<file path="config.mk">
export PLATFORM = sky130hd
export DESIGN_NAME = overload_detector
export DESIGN_NICKNAME = d
export VERILOG_FILES = /design/src/rtl/overload_detector.sv
export SDC_FILE = /design/constraint.sdc
export NUM_CORES = 1
export LEC_CHECK = 0
export BUFFER_PORTS_ARGS = -buffer_cell sky130_fd_sc_hd__buf_2
export CELL_PAD_IN_SITES_DETAIL_PLACEMENT = 1
export CELL_PAD_IN_SITES_GLOBAL_PLACEMENT = 2
export CORE_ASPECT_RATIO = 0.6
export CORE_MARGIN = 2
export CORE_UTILIZATION = 30
export DETAILED_ROUTE_END_ITERATION = 7
export HOLD_SLACK_MARGIN = 0.15
export PLACE_DENSITY = 0.72
export SYNTH_ARGS = -nofsm -noshare
export SYNTH_HDL_FRONTEND = slang
export SYNTH_SLANG_ARGS = --single-unit
</file>
<file path="constraint.sdc">
create_clock -name clk -period 4.02 [get_ports clk]
set_input_delay 0.402 -clock clk [delete_from_list [all_inputs] [get_ports clk]]
set_output_delay 0.402 -clock clk [all_outputs]
set_load 0.1 [all_outputs]
</file>
<file path="src/rtl/overload_detector.sv">
// Counts clipped ADC samples over fixed windows and publishes an overload verdict per window.
// Input is blanked for a settle period after enable or a gain change so stale-gain samples are never judged.
module overload_detector #(
    parameter int SIG_W     = 4,
    parameter int WINDOW    = 16,
    parameter int HIT_COUNT = 2,
    parameter int SETTLE    = 4,
    parameter int CW        = $clog2(WINDOW + 1)
) (
    input  logic             clk,
    input  logic             RESET,
    input  logic             enable,
    input  logic             sample_valid,
    input  logic [SIG_W-1:0] amplified_signal,
    input  logic             gain_change,
    output logic             overload,
    output logic             result_valid,
    output logic             window_done,
    output logic [CW-1:0]    clip_count
);

    localparam int SW = (SETTLE > 0) ? $clog2(SETTLE + 1) : 1;
    localparam logic [SW-1:0] SETTLE_INIT = SW'(SETTLE);
    localparam logic [CW-1:0] LAST_SAMPLE = CW'(WINDOW - 1);
    localparam logic [CW-1:0] HIT_THRESH  = CW'(HIT_COUNT);

    typedef enum logic [1:0] {
        ST_IDLE,
        ST_SETTLE,
        ST_ACCUM
    } state_t;

    // With no settle time the blanking state is skipped entirely.
    localparam state_t RESTART_STATE = (SETTLE == 0) ? ST_ACCUM : ST_SETTLE;

    state_t          r_state;
    logic [SW-1:0]   r_settleCnt;
    logic [CW-1:0]   r_sampleCnt;
    logic [CW-1:0]   r_clipCnt;
    logic            r_overload;
    logic            r_resultValid;
    logic            r_windowDone;
    logic [CW-1:0]   r_clipCountOut;

    state_t          w_nextState;
    logic [SW-1:0]   w_nextSettleCnt;
    logic [CW-1:0]   w_nextSampleCnt;
    logic [CW-1:0]   w_nextClipCnt;
    logic            w_nextOverload;
    logic            w_nextResultValid;
    logic            w_nextWindowDone;
    logic [CW-1:0]   w_nextClipCountOut;

    logic            w_isClip;
    logic [CW-1:0]   w_clipSum;

    assign w_isClip  = (amplified_signal == '0) || (amplified_signal == '1);
    assign w_clipSum = r_clipCnt + CW'(w_isClip);

    always_ff @(posedge clk) begin
        if (RESET) begin
            r_state        <= ST_IDLE;
            r_settleCnt    <= '0;
            r_sampleCnt    <= '0;
            r_clipCnt      <= '0;
            r_overload     <= 1'b0;
            r_resultValid  <= 1'b0;
            r_windowDone   <= 1'b0;
            r_clipCountOut <= '0;
        end else begin
            r_state        <= w_nextState;
            r_settleCnt    <= w_nextSettleCnt;
            r_sampleCnt    <= w_nextSampleCnt;
            r_clipCnt      <= w_nextClipCnt;
            r_overload     <= w_nextOverload;
            r_resultValid  <= w_nextResultValid;
            r_windowDone   <= w_nextWindowDone;
            r_clipCountOut <= w_nextClipCountOut;
        end
    end

    // Priority: enable low, then gain change, then sample accumulation.
    always_comb begin
        w_nextState        = r_state;
        w_nextSettleCnt    = r_settleCnt;
        w_nextSampleCnt    = r_sampleCnt;
        w_nextClipCnt      = r_clipCnt;
        w_nextOverload     = r_overload;
        w_nextResultValid  = r_resultValid;
        w_nextWindowDone   = 1'b0;
        w_nextClipCountOut = r_clipCountOut;

        if (!enable) begin
            w_nextState        = ST_IDLE;
            w_nextSettleCnt    = '0;
            w_nextSampleCnt    = '0;
            w_nextClipCnt      = '0;
            w_nextOverload     = 1'b0;
            w_nextResultValid  = 1'b0;
            w_nextClipCountOut = '0;
        end else begin
            case (r_state)
                ST_IDLE: begin
                    w_nextState     = RESTART_STATE;
                    w_nextSettleCnt = SETTLE_INIT;
                    w_nextSampleCnt = '0;
                    w_nextClipCnt   = '0;
                end
                ST_SETTLE: begin
                    w_nextSampleCnt = '0;
                    w_nextClipCnt   = '0;
                    if (gain_change) begin
                        w_nextState       = RESTART_STATE;
                        w_nextSettleCnt   = SETTLE_INIT;
                        w_nextResultValid = 1'b0;
                    end else if (r_settleCnt <= SW'(1)) begin
                        w_nextState     = ST_ACCUM;
                        w_nextSettleCnt = '0;
                    end else begin
                        w_nextSettleCnt = r_settleCnt - SW'(1);
                    end
                end
                ST_ACCUM: begin
                    if (gain_change) begin
                        w_nextState       = RESTART_STATE;
                        w_nextSettleCnt   = SETTLE_INIT;
                        w_nextSampleCnt   = '0;
                        w_nextClipCnt     = '0;
                        w_nextResultValid = 1'b0;
                    end else if (sample_valid) begin
                        if (r_sampleCnt == LAST_SAMPLE) begin
                            w_nextOverload     = (w_clipSum >= HIT_THRESH);
                            w_nextClipCountOut = w_clipSum;
                            w_nextResultValid  = 1'b1;
                            w_nextWindowDone   = 1'b1;
                            w_nextSampleCnt    = '0;
                            w_nextClipCnt      = '0;
                        end else begin
                            w_nextSampleCnt = r_sampleCnt + CW'(1);
                            w_nextClipCnt   = w_clipSum;
                        end
                    end
                end
                default: begin
                    w_nextState = ST_IDLE;
                end
            endcase
        end
    end

    assign overload     = r_overload;
    assign result_valid = r_resultValid;
    assign window_done  = r_windowDone;
    assign clip_count   = r_clipCountOut;

endmodule

</file>
After elaboration in Yosys (flattened, before gate mapping). Index checks and enable logic that the tools add are counted.

Input bits: 9. Flip-flop bits (word level): 23.

Eq/ne operators: 9. Magnitude comparators: 2. Mux-type cells: 22. Reduce and logical (&&, ||, !) cells: 14. Add/subtract/negate cells: 3. Bitwise operators: 4.

Operators by type and width (count): $mux W5 (6); $pmux W5 S2 (2); $mux W3 (3); $ne A3 B3 Y1 const B (3); $pmux W3 S3 (1); $reduce_and A4 Y1 (2); $mux W2 (3); $pmux W2 S3 (1); $reduce_and A2 Y1 (3); $add A5 B1 Y5 (1); $add A5 B1 Y5 const B (1); $eq A5 B4 Y1 const B (1); $ge A5 B2 Y1 const B (1); $mux W1 (5); $reduce_or A5 Y1 (1); $eq A4 B4 Y1 const B (1); $logic_not A4 Y1 (1); $ne A2 B2 Y1 const B (2); $not A1 Y1 (4); $reduce_bool A2 Y1 (2); $reduce_or A2 Y1 (2); $le A3 B1 Y1 const B (1); $reduce_bool A3 Y1 (1); $sub A3 B1 Y3 const B (1); other kinds (5) (5).

Longest topological paths before layout. Gate-level depths: netlist of run 1.

Depth after elaboration: 7. Depth in mapped cells: 8. Mapped depth without buffers: 8.

Least setup slack after synthesis of run 1. No wires, ideal clock.

Path type: input -> register. From: input amplified_signal[0]. To: register r_overload, in the netlist overload. Stages on the path: 8. Required time: 3898 ps. Data arrival time: 1978 ps. Path buffers: 0. Slack: 1920 ps. Path through: or4_1 > nand2_1 > ha_1 > ha_1 > nand3_1 > xnor2_1 > nor3b_1 > a21oi_1.

Word-level cells in the longest chain between the ends: 4. Elaborated cells between the ends (all ways): 5.

Ends and longest elaborated chain: from (decl) (line 14) `input logic [SIG_W-1:0] amplified_signal,`; $eq A4 B4 Y1 / $logic_not A4 Y1 (equally long branches) (line 57) `assign w_isClip = (amplified_signal == '0) || (amplified_signal == '1);`; $logic_or A1 B1 Y1 (*) (line 57); $add A5 B1 Y5 (*) (line 58) `assign w_clipSum = r_clipCnt + CW'(w_isClip);`; $ge A5 B2 Y1 (*) (line 132) `w_nextOverload = (w_clipSum >= HIT_THRESH);`; to (signal assigned) (line 75) `r_overload <= w_nextOverload;`; to (decl) (line 40) `logic r_overload;`.

Every way passes the cells marked *; elsewhere a longest branch is shown, timed or not. A chain may end at the register's enable or synchronous reset.

Final worst setup path of run 1. Same ends and word-level chain as after synthesis.

==> flow_summary.toml, run 1 <==
[cts]
cts_made_buffers = 3
clock-root-buffer = "clkbuf_8"
htreeDepth = 1
holdBufCountCts = 0
postCtsSetupBuffers = 0
cts_tree = "done"
cts_resized = 0
cts_max_path_buffers = 2
cts.sink_count = 23
clk_latency_ns = 0.26
path_clk_slew_ns = 0.08

[sta]
fin_tns_setup_ns = 0
finalCritPeriodShare = 0.5525
fmaxAchievable_mhz = 450.3
hold_viol = 0
skew_ns = 0.005137
slew_headroom = 0.4581
slew_violations = 0
grt_setup_unrepaired = "no"
whs_ns = 0.4161
setup_ws_ns = 1.799
final-setup-viol-count = 0
worstMarginPinSlew_ns = 0.8129
period_needed_ns = 2.221

[pwr]
power_per_cell_area_nw_per_um2 = 313.2
pwr-share-comb = 0.048
p_sw_frac = 0.2206
power_switching_w = 0.00008696
power.total_w = 0.0003942
p_int_w = 0.0003073
irDropWorstVdd_mv = 0.1315
p_leak_nw = 0.4572
pwr-share-clk = 0.363
p_seq_frac = 0.589

[synth]
async_reset_ff_frac = 0
synth_ff_type = "dfxtp_1"
seq_area_frac_synth = 0.4177
syn-cell-area_um2 = 1102
yosys_warnings = 0
ys_ff_latch = 23
yosysUniqueCellTypes = 37
synth_edf_count = 0
syn-instance-count = 125
synthesis.nets = 138
synth.avg_cell_area_um2 = 8.818

[finish]
n_antenna_cell = 0
drive_gt1_frac = 0.1643
final_cell_mix = "23 x dfxtp_1, 19 x nor2_1, 16 x buf_2, 11 x a21oi_1, 6 x o21ai_0"
area_delta_synth_final_pct = 14.19
layout.nets = 154
fillers = 419
seqCellArea_um2 = 460.4
layout_commonest_cell = "dfxtp_1"
multi_input_area_um2 = 605.6
finish.utilization = 0.3720

[worst_setup_path]
critPathTopFamily = "simple AND/OR/NAND/NOR gates"
path_common_cell = "ha_1"
crit_path_top_delay_cell = "or4_1"
max_stage_delay_ns = 0.51
worstPathArrival_ns = 2.36
worstSetupPathType = "in2reg"
critPathBufInv = 1
end_kind = "flip-flop"
cp-start-kind = "primary input"
crit_required_ns = 4.16
cp_cell_sequence = "buf_2, or4_1, nand2_1, ha_1, ha_1, nand3_1, xnor2_1, nor3b_1, a21oi_1"
critPathMaxFanout = 6

[global_routing]
grt_usage = 0.1456
grt_start_max_net_pins = 21
grt_pass1_vias = 962
antenna_found_initial = 0
grt_pass1_wl_mm = 4.657
grt_overflow_total = 0

[drt]
wl_per_cell_um = 14.45
drc = 0
firstDrtPassIters = 4
finalWirelength_mm = 2.674
drt_iter0_drc = 31
ant_nets = 0
avgViaCountPerCell = 5.141
via_count = 951

[placed_design]
gp_congestion = 0.7529
numPortBuffers = 16
dp_hpwl_mm = 2.035
dpl_worst_slack_ns = 1.522

[floorplanning]
die_w_um = 82.26
ios = 17
start_util = 0.3258
core_region_area_um2 = 3383
die_area_um2 = 4191
std_cell_rows = 16
die_y_um = 50.96

[outcome]
status = "finished, final reports clean"

[min_path]
hp-class = "in2reg"

[job]
cap_violations = 0
[area by class of cell]
class,count,area share
Clock buffer,4,0.03579
Inverter,3,0.008946
Sequential cell,23,0.3658
Multi-Input combinational cell,94,0.4811
Timing Repair Buffer,16,0.06362
Tap cell,45,0.04473
[layer usage]
layer  vias up  share of wire  global-route usage
li1        482              -                   -
met4         0         0.0015            0.008333
met1       454           0.52              0.2056
met3         2          0.038             0.04770
met5         -              0                   0
met2        13           0.44              0.2258
[logic make-up (layout without fill, tap and decap cells)]
kind of cell             Yosys count  after routing  synth area share
flip-flops                        23             23            0.4177
multiplexers                       4              4           0.03632
buffers and inverters              8             23           0.03292
AND/OR/NAND/NOR                   52             52            0.2577
AO/OA/AOI/OAI                     31             31            0.1862
adder cells (fa/ha/maj)            4              4           0.04540
XOR/XNOR                           3              3           0.02384
[synth_stat cells (4+ instances only)]
| cell type | number | area, µm² |
|---|---|---|
| dfxtp_1 | 23 | 460.4 |
| nor2_1 | 19 | 71.32 |
| a21oi_1 | 11 | 55.05 |
| o21ai_0 | 6 | 30.03 |
| nand2_1 | 5 | 18.77 |
| nand3_1 | 5 | 25.02 |
| a22oi_1 | 4 | 30.03 |
| ha_1 | 4 | 50.05 |
| mux2i_1 | 4 | 40.04 |
[worst paths after layout]
check                         startpoint                     endpoint  slack, ns  cells after the start
max                  amplified_signal[0]        overload$_SDFFE_PP0P_       1.80                      9
max reg2reg  r_sampleCnt[0]$_SDFFE_PP0P_        overload$_SDFFE_PP0P_       2.17                      5
min reg2reg  r_sampleCnt[4]$_SDFFE_PP0P_  r_sampleCnt[4]$_SDFFE_PP0P_       0.44                      2
min                                RESET  r_sampleCnt[4]$_SDFFE_PP0P_       0.42                      4
[worst reg2reg max path: stages, from the launching register on]
cell and delay, ns:
dfxtp_1 0.39, ha_1 0.25, nand4b_1 0.16, and4bb_2 0.51, nor3b_1 0.30, a21oi_1 0.12
[power by group through the flow]
| stage | clock (W) | combinational (W) | sequential [W] |
|---|---|---|---|
| 6_report | 0.000143 | 0.0000189 | 0.000232 |
| 5_1_grt | 0.000161 | 0.0000217 | 0.000232 |
| 4_1_cts | 0.000151 | 0.0000192 | 0.000232 |
| 3_5_place_dp | 0 | 0.0000192 | 0.000237 |
| 3_3_place_gp | 0 | 0.0000185 | 0.000237 |
| 2_1_floorplan | 0 | 0.0000109 | 0.000236 |
[registers in the layout, summed over array words and instances, names as in the netlist]
signal        flops
clip_count        5
overload          1
r_clipCnt         5
r_sampleCnt       5
r_settleCnt       3
r_state           2
result_valid      1
window_done       1
[per-stage QoR]
step,area [µm²],cells
floorplan,1102,125
global placement,1214,181
detailed placement,1214,181
CTS,1259,185
global route,1259,185
finish,1259,185
No activity file was read; power rests on OpenSTA's default activity.
==> run 2: changes to the inputs <==
==> constraint.sdc (replaced) <==
create_clock -name clk -period 2.1 [get_ports clk]
set_input_delay 0.21 -clock clk [delete_from_list [all_inputs] [get_ports clk]]
set_output_delay 0.21 -clock clk [all_outputs]
set_load 0.1 [all_outputs]
==> flow_summary.toml, run 2 (synthesis results as in run 1) <==
[drt]
via_count = 956
drt_iter0_drc = 27
drc = 0
finalWirelength_mm = 2.640
ant_nets = 0
avgViaCountPerCell = 5.112
wl_per_cell_um = 14.12
firstDrtPassIters = 4

[finish]
layout.nets = 156
n_antenna_cell = 0
drive_gt1_frac = 0.1831
final_cell_mix = "23 x dfxtp_1, 19 x nor2_1, 16 x buf_2, 11 x a21oi_1, 6 x o21ai_0"
layout_commonest_cell = "dfxtp_1"
fin_area_um2 = 1275
area_delta_synth_final_pct = 15.66

[cts]
path_clk_slew_ns = 0.09
cts_resized = 0
htreeDepth = 1
clk_latency_ns = 0.27
cts_tree = "done"
postCtsSetupBuffers = 0
cts_made_buffers = 3
cts_max_path_buffers = 2
clock-root-buffer = "clkbuf_8"
cts.sink_count = 23
holdBufCountCts = 0

[floorplanning]
die_w_um = 82.26
die_y_um = 50.96
ios = 17
std_cell_rows = 16
start_util = 0.3258
core_region_area_um2 = 3383
die_area_um2 = 4191

[pwr]
pwr-share-clk = 0.366
power.total_w = 0.0007574
p_seq_frac = 0.586
power_switching_w = 0.0001719
p_sw_frac = 0.2269
p_int_w = 0.0005855
pwr-share-comb = 0.048
p_leak_nw = 0.4708
power_per_cell_area_nw_per_um2 = 594.0
irDropWorstVdd_mv = 0.2083

[worst_setup_path]
end_kind = "flip-flop"
reg2reg_to = "r_clipCnt[3]$_SDFFE_PP0P_"
crit_required_ns = 2.28
max_stage_delay_ns = 0.47
crit_path_top_delay_cell = "dfxtp_1"
worstPathArrival_ns = 1.97
critPathMaxFanout = 9
cp_cell_sequence = "nor3b_4, and3_1, a41oi_2, a311oi_2"
critPathBufInv = 0
reg2reg_from = "r_state[1]$_SDFFE_PP0P_"
worstSetupPathType = "reg2reg"
r2r_setup_slack_ns = 0.31
cp-start-kind = "flip-flop"
critPathTopFamily = "simple AND/OR/NAND/NOR gates"
rr_worst_depth = 4

[global_routing]
grt_pass1_wl_mm = 4.629
grt_usage = 0.1473
grt_start_max_net_pins = 21
grt_pass1_vias = 995
antenna_found_initial = 0
grt_overflow_total = 0

[outcome]
status = "finished, final reports clean"

[sta]
fmaxAchievable_mhz = 559.7
period_needed_ns = 1.787
grt_setup_unrepaired = "no"
worstMarginPinSlew_ns = 0.7783
slew_headroom = 0.4811
fin_tns_setup_ns = 0
finalCritPeriodShare = 0.8508
skew_ns = 0.01124
final-setup-viol-count = 0
hold_viol = 0
slew_violations = 0

[min_path]
hp-class = "in2reg"
holdPathStages = 2
min_from = "gain_change"
hold_path_end = "r_state[1]$_SDFFE_PP0P_"

[placed_design]
gp_congestion = 0.7946
numPortBuffers = 16
postPlaceCellArea_um2 = 1229
dp_hpwl_mm = 2.079

[job]
cap_violations = 0
run 2: per-stage QoR:
stage,util,hold slack (ns),setup slack [ns],cells
2_1_floorplan,-,0.2893,0.1916,125
3_3_place_gp,0.3632,0.4248,0.1871,183
3_5_place_dp,0.3632,0.4307,0.1032,183
4_1_cts,0.3768,0.2176,0.3318,187
5_1_grt,0.3768,0.2423,0.1072,187
6_report,0.3768,0.2311,0.3134,187
run 2: layout make-up:
class	count	area, µm²
clock buffer	3	41.29
tap	45	56.30
timing repair buffer	18	95.09
clock inverter	1	5.005
sequential	23	460.4
multi-input combinational	94	605.6
inverter	3	11.26
fill	421	2108
run 2: worst max path at each step:
stage                                      startpoint                         to  slack [ns]  cells past startpoint
after floorplan                   amplified_signal[0]      overload$_SDFFE_PP0P_        0.19                      8
after global placement            amplified_signal[0]      overload$_SDFFE_PP0P_        0.19                      9
after detailed placement          amplified_signal[0]      overload$_SDFFE_PP0P_        0.10                      9
after CTS                 r_sampleCnt[0]$_SDFFE_PP0P_      overload$_SDFFE_PP0P_        0.33                      5
after global routing      r_sampleCnt[0]$_SDFFE_PP0P_      overload$_SDFFE_PP0P_        0.11                      5
final                         r_state[1]$_SDFFE_PP0P_  r_clipCnt[3]$_SDFFE_PP0P_        0.31                      4
run 2: routing by layer:
| layer | global-route usage | vias to the layer above | routed length, µm |
|---|---|---|---|
| met4 | 0.02500 | 0 | 12 |
| met1 | 0.2020 | 452 | 1368 |
| met5 | 0 | - | 0 |
| met2 | 0.2245 | 20 | 1117 |
| li1 | - | 480 | - |
| met3 | 0.05300 | 4 | 141 |
run 2: power by group through the flow:
stage	registers [W]	logic, W	clock network (W)
after floorplan	0.000453	0.0000209	0
after CTS	0.000444	0.0000368	0.000290
final	0.000444	0.0000361	0.000277
after global placement	0.000454	0.0000354	0
after detailed placement	0.000454	0.0000369	0
after global routing	0.000445	0.0000411	0.000311
